===== config.mk =====
export PLATFORM = sky130hd
export DESIGN_NAME = arm_ctrl_exmem
export DESIGN_NICKNAME = d
export VERILOG_FILES = /design/src/rtl/arm_ctrl_exmem_pkg.sv /design/src/rtl/arm_ctrl_decoder.sv /design/src/rtl/arm_ctrl_exmem.sv
export SDC_FILE = /design/constraint.sdc
export NUM_CORES = 1
export LEC_CHECK = 0
export ABC_AREA = 1
export CAP_MARGIN = 30
export CELL_PAD_IN_SITES_DETAIL_PLACEMENT = 1
export CELL_PAD_IN_SITES_GLOBAL_PLACEMENT = 1
export CORE_MARGIN = 2
export CORE_UTILIZATION = 22
export CTS_CLUSTER_DIAMETER = 150
export DETAILED_ROUTE_END_ITERATION = 8
export PLACE_DENSITY = 0.95
export SKIP_CTS_REPAIR_TIMING = 1
export SLEW_MARGIN = 10
export SYNTH_ARGS = -nofsm -noshare
export SYNTH_HDL_FRONTEND = slang
export SYNTH_SLANG_ARGS = --single-unit

===== constraint.sdc =====
create_clock -name Clk -period 4.3 [get_ports Clk]
set_input_delay 1.29 -clock Clk [delete_from_list [all_inputs] [get_ports Clk]]
set_output_delay 1.29 -clock Clk [all_outputs]
set_load 0.01 [all_outputs]

===== src/rtl/arm_ctrl_exmem_pkg.sv =====
// Shared encodings for the ARM front-end control slice: ALU opcodes, addressing
// modes, instruction-class fields and the ASCII mnemonic helper.
package arm_ctrl_exmem_pkg;

    localparam logic [31:0] PC_INC = 32'd4;

    localparam logic [3:0] ALU_AND = 4'b0000;
    localparam logic [3:0] ALU_EOR = 4'b0001;
    localparam logic [3:0] ALU_SUB = 4'b0010;
    localparam logic [3:0] ALU_RSB = 4'b0011;
    localparam logic [3:0] ALU_ADD = 4'b0100;
    localparam logic [3:0] ALU_ADC = 4'b0101;
    localparam logic [3:0] ALU_SBC = 4'b0110;
    localparam logic [3:0] ALU_RSC = 4'b0111;
    localparam logic [3:0] ALU_TST = 4'b1000;
    localparam logic [3:0] ALU_TEQ = 4'b1001;
    localparam logic [3:0] ALU_CMP = 4'b1010;
    localparam logic [3:0] ALU_CMN = 4'b1011;
    localparam logic [3:0] ALU_ORR = 4'b1100;
    localparam logic [3:0] ALU_MOV = 4'b1101;
    localparam logic [3:0] ALU_BIC = 4'b1110;
    localparam logic [3:0] ALU_MVN = 4'b1111;

    localparam logic [1:0] AM_ROT_IMM = 2'b00;
    localparam logic [1:0] AM_SHIFT   = 2'b01;
    localparam logic [1:0] AM_IMM_OFF = 2'b10;
    localparam logic [1:0] AM_REG_OFF = 2'b11;

    // Instruction-class fields: [27:26] for DP / LS, [27:25] for branch / extra space
    localparam logic [1:0] CLS_DP     = 2'b00;
    localparam logic [1:0] CLS_LS     = 2'b01;
    localparam logic [2:0] CLS_BRANCH = 3'b101;
    localparam logic [2:0] CLS_EXTRA  = 3'b000;

    localparam logic [7:0] CH_SPACE = 8'h20;
    localparam logic [7:0] CH_B     = 8'h42;
    localparam logic [7:0] CH_L     = 8'h4C;

    localparam logic [23:0] MN_NOP = "NOP";
    localparam logic [23:0] MN_UND = "UND";
    localparam logic [23:0] MN_LDR = "LDR";
    localparam logic [23:0] MN_STR = "STR";
    localparam logic [23:0] MN_LDB = "LDB";
    localparam logic [23:0] MN_STB = "STB";

    function automatic logic [23:0] dp_mnemonic(input logic [3:0] opcode);
        logic [23:0] mn;
        case (opcode)
            ALU_AND: mn = "AND";
            ALU_EOR: mn = "EOR";
            ALU_SUB: mn = "SUB";
            ALU_RSB: mn = "RSB";
            ALU_ADD: mn = "ADD";
            ALU_ADC: mn = "ADC";
            ALU_SBC: mn = "SBC";
            ALU_RSC: mn = "RSC";
            ALU_TST: mn = "TST";
            ALU_TEQ: mn = "TEQ";
            ALU_CMP: mn = "CMP";
            ALU_CMN: mn = "CMN";
            ALU_ORR: mn = "ORR";
            ALU_MOV: mn = "MOV";
            ALU_BIC: mn = "BIC";
            default: mn = "MVN";
        endcase
        return mn;
    endfunction

endpackage


===== src/rtl/arm_ctrl_decoder.sv =====
// ID-stage combinational decoder: ARM instruction word to pipeline controls
// and a 3-character ASCII mnemonic. Condition field is ignored.
module arm_ctrl_decoder
    import arm_ctrl_exmem_pkg::*;
(
    input  logic [31:0] instr_i,
    output logic        s_bit_o,
    output logic        load_instr_o,
    output logic        rf_enable_o,
    output logic        b_instr_o,
    output logic        bl_instr_o,
    output logic        load_store_instr_o,
    output logic        size_o,
    output logic [1:0]  shift_am_o,
    output logic [3:0]  alu_op_o,
    output logic [23:0] mnemonic_o
);

    always_comb begin
        // NOTE: every output gets a default first so no path through the
        // priority chain leaves one unassigned and infers a latch.
        s_bit_o            = 1'b0;
        load_instr_o       = 1'b0;
        rf_enable_o        = 1'b0;
        b_instr_o          = 1'b0;
        bl_instr_o         = 1'b0;
        load_store_instr_o = 1'b0;
        size_o             = 1'b0;
        shift_am_o         = AM_ROT_IMM;
        alu_op_o           = ALU_AND;
        mnemonic_o         = MN_UND;

        if (instr_i == 32'h0) begin
            mnemonic_o = MN_NOP;
        end else if (instr_i[27:25] == CLS_EXTRA && instr_i[7] && instr_i[4]) begin
            mnemonic_o = MN_UND;
        end else if (instr_i[27:26] == CLS_DP) begin
            alu_op_o    = instr_i[24:21];
            s_bit_o     = instr_i[20];
            // Compare/test opcodes (10xx) only set flags
            rf_enable_o = (instr_i[24:23] != 2'b10);
            shift_am_o  = instr_i[25] ? AM_ROT_IMM : AM_SHIFT;
            mnemonic_o  = dp_mnemonic(instr_i[24:21]);
        end else if (instr_i[27:26] == CLS_LS) begin
            load_store_instr_o = 1'b1;
            load_instr_o       = instr_i[20];
            rf_enable_o        = instr_i[20];
            size_o             = instr_i[22];
            alu_op_o           = instr_i[23] ? ALU_ADD : ALU_SUB;
            shift_am_o         = instr_i[25] ? AM_REG_OFF : AM_IMM_OFF;
            case ({instr_i[20], instr_i[22]})
                2'b10:   mnemonic_o = MN_LDR;
                2'b11:   mnemonic_o = MN_LDB;
                2'b00:   mnemonic_o = MN_STR;
                default: mnemonic_o = MN_STB;
            endcase
        end else if (instr_i[27:25] == CLS_BRANCH) begin
            b_instr_o   = 1'b1;
            bl_instr_o  = instr_i[24];
            rf_enable_o = instr_i[24];
            alu_op_o    = ALU_ADD;
            shift_am_o  = AM_ROT_IMM;
            mnemonic_o  = instr_i[24] ? {CH_B, CH_L, CH_SPACE} : {CH_B, CH_SPACE, CH_SPACE};
        end
    end

endmodule


===== src/rtl/arm_ctrl_exmem.sv =====
// ARM front-end control slice: PC+4 adder, ID-stage decoder and the
// EX/MEM control pipeline register.
module arm_ctrl_exmem
    import arm_ctrl_exmem_pkg::*;
(
    input  logic        Clk,
    input  logic        Reset,
    input  logic [31:0] PC,
    output logic [31:0] NextPC,
    input  logic [31:0] instruction,
    output logic        ID_S_bit,
    output logic        ID_load_instr,
    output logic        ID_RF_enable,
    output logic        ID_B_instr,
    output logic        ID_BL_instr,
    output logic        ID_load_store_instr,
    output logic        ID_size,
    output logic [1:0]  ID_shift_AM,
    output logic [3:0]  ID_alu_op,
    output logic [7:0]  ID_mnemonic0,
    output logic [7:0]  ID_mnemonic1,
    output logic [7:0]  ID_mnemonic2,
    input  logic        EX_load_store_instr,
    input  logic        EX_size,
    input  logic        EX_RF_enable,
    input  logic        EX_load_instr,
    output logic        MEM_load_store_instr,
    output logic        MEM_size,
    output logic        MEM_RF_enable,
    output logic        MEM_load_instr
);

    logic [23:0] mnemonic;
    logic [3:0]  mem_d;
    logic [3:0]  mem_q;

    assign NextPC = PC + PC_INC;

    arm_ctrl_decoder u_decoder (
        .instr_i            (instruction),
        .s_bit_o            (ID_S_bit),
        .load_instr_o       (ID_load_instr),
        .rf_enable_o        (ID_RF_enable),
        .b_instr_o          (ID_B_instr),
        .bl_instr_o         (ID_BL_instr),
        .load_store_instr_o (ID_load_store_instr),
        .size_o             (ID_size),
        .shift_am_o         (ID_shift_AM),
        .alu_op_o           (ID_alu_op),
        .mnemonic_o         (mnemonic)
    );

    assign ID_mnemonic0 = mnemonic[23:16];
    assign ID_mnemonic1 = mnemonic[15:8];
    assign ID_mnemonic2 = mnemonic[7:0];

    assign mem_d = {EX_load_store_instr, EX_size, EX_RF_enable, EX_load_instr};

    always_ff @(posedge Clk) begin
        // NOTE: non-blocking assignment so every flop samples its pre-edge
        // input, independent of process ordering.
        if (Reset) begin
            mem_q <= 4'b0000;
        end else begin
            mem_q <= mem_d;
        end
    end

    assign {MEM_load_store_instr, MEM_size, MEM_RF_enable, MEM_load_instr} = mem_q;

endmodule


==> results.md <==
* HPWL after DPL at 10100 um
* CP max-delay cell: clkdlybuf4s50_1
* Fill count at 1087
* Final hold vios at 0
* Max reg flops at 4
* Grt total ovfl at 0
* Distinct cells, synth at 25
* Total power per unit cell area at 112 mW/mm^2
* RSZ-0062 raised after global routing: yes
* EDFF count, synth at 0
* Async SR Flop Fraction at 0
* Reg area at 80.1 um^2
* DRT Wirelength at 14200 um
* Largest net degree at the start of global routing at 13
* DR vias/cell at 5.05
* Die W at 96.9 um
* Pwr Total at 0.482 mW
* Footprint of the multi-input gates at 0.00178 mm^2
* Status: complete, but fails checks
* Die Area at 0.00939 mm^2
* Max Cap Viol at 0
* ANT nets after route at 0
* Failing checks: negative setup slack
* Avg Cell Area, Syn at 4.79 um^2
* Max FO, Critical Path at 3
* Clock Sinks at 4
* Global Route Usage Sum at 0.234
* CTS tree: yes
* DRC errors left at 0
* Commonest cells after routing, fill and taps aside: nand2_1 (138), buf_4 (78), dlymetal6s2s_1 (73), nor2_1 (68), clkdlybuf4s50_1 (59)
* Top reg by flops: mem_q
* Startpoint type of the worst setup path: input pin
* Max incr delay on CP at 0.57 ns
* Fmax at 0.224 GHz
* Total number of vias at 3572
* Iteration-0 DRC Markers at 156
* First-pass iteration count of the detailed router at 5
* Global-route wire length before repair at 18200 um
* Post-synthesis sequential area ratio at 0.0422
* Slew Viols, Final at 0
* Hold Path Depth at 3
* CP Depth at 8
* Final worst-path cycle share at 1.04
* Top flop regs: mem_q (4)
* Required @ worst endpoint at 3.01 ns
* Total CTS buffers at 3
* Final GP Congestion at 0.968
* Worst-case clock buffer depth at 2
* Initial core utilization at 0.229
* Cells after Synth at 396
* Period minus WS final at 4.47 ns
* Crit path capture type: output port
* Clk slew on worst S/H paths at 0.03 ns
* Fin nets at 679
* Initial antenna violation count at 2
* Maximum VDD drop at 0.0762 mV
* Share of layout cells above drive strength 1 at 0.250
* Worst min-delay path class: in2reg
* Routed WL per cell at 20.1 um
* Leakage at 2.70 nW
* Core Area at 0.00830 mm^2
* Critical path arrival at 3.18 ns
* Commonest non-fill, non-tap cell in the layout: nand2_1
* Final setup violation count at 4
* Row count at 33
* Number of global-route vias before repair at 3693
* Area grow syn2layout at 127%
* Worst hold slack at 1.63 ns
* Worst Setup Path Type: in2out
* CP bufs+invs at 2
* Root Buffer: clkbuf_8
* Ys Warns at 0
* Synthesized cell area at 0.00190 mm^2
* # IOs at 143
* Chip height at 96.9 um
* Yosys reg bits at 4
* H-Tree Depth at 1
* Top delay family on crit path: buffers and inverters
* Ys flop type: dfxtp_1
* Port-buffer cells at 133
* Crit-path cells: clkdlybuf4s50_1 -> nand2_2 -> nor2_4 -> nand2_2 -> nor2_2 -> nand3b_1 -> nand2_1 -> clkdlybuf4s50_1
* Final worst setup slack at -0.168 ns
[final cells by class]
| cell class | count | share of cell area |
|---|---|---|
| multi-input cells | 342 | 0.413 |
| flip-flops and latches | 4 | 0.0186 |
| inverters | 38 | 0.0331 |
| diodes | 2 | 0.00116 |
| clock buffers | 3 | 0.00959 |
| well taps | 105 | 0.0305 |
| repair buffers | 213 | 0.494 |
[cells in the mapped netlist (2+ instances only)]
library cell    n  area share
nand3_1        18       0.047
o211ai_1        4       0.016
xnor2_1         5       0.023
nor2_1         95        0.19
buf_4           9       0.036
o21ai_0         9       0.024
ha_1            7       0.046
xor2_1         10       0.046
buf_2           5       0.013
inv_2           5      0.0099
nand2_1       155        0.31
a21oi_1         6       0.016
nand2_2         2      0.0066
conb_1          2      0.0040
nand3b_1       14       0.055
nor2_2          3      0.0099
nor2_4          3       0.018
nand4_1         2      0.0066
inv_1          33       0.065
dfxtp_1         4       0.042
[routing by layer]
metal / share of wire / global-route usage
met4: 0.061 / 0.0964
met2: 0.52 / 0.442
met1: 0.37 / 0.267
met5: 0 / 0
met3: 0.050 / 0.0210
[per-stage QoR]
stage	util	cell area (um^2)	setup TNS, ns	worst slack [ns]	cells
floorplan	-	1910	0	0.791	399
global placement	0.462	3840	-5.27	-0.211	696
detailed placement	0.462	3840	-10.27	-0.384	696
CTS	0.467	3880	-10.54	-0.384	699
global route	0.519	4310	-0.841	-0.229	707
finish	0.519	4310	-0.330	-0.168	707
[tightest hold or removal path: stages]
cell,delay [ns]
clkdlybuf4s50_1,0.40
inv_1,0.06
nor2_1,0.04
[final timing paths]
kind                 startpoint  slack, ns         end
hold / removal    EX_load_instr       1.63    mem_q[0]
setup / recovery         PC[17]      -0.17  NextPC[31]
[where the power goes]
group | internal, mW | switching [mW] | total [mW]
registers | 0.0394 | 0.000584 | 0.0400
logic | 0.183 | 0.181 | 0.364
clock network | 0.0597 | 0.0191 | 0.0787
total | 0.282 | 0.200 | 0.482
[logic make-up after synthesis]
logic type               count (synthesis)  share of synthesized area
AND/OR/NAND/NOR                        294                      0.647
buffers and inverters                   53                      0.130
AO/OA/AOI/OAI                           21                     0.0620
XOR/XNOR                                15                     0.0692
adder cells (fa/ha/maj)                  7                     0.0461
flip-flops                               4                     0.0422
other                                    2                    0.00396
No activity file was read; power rests on OpenSTA's default activity.
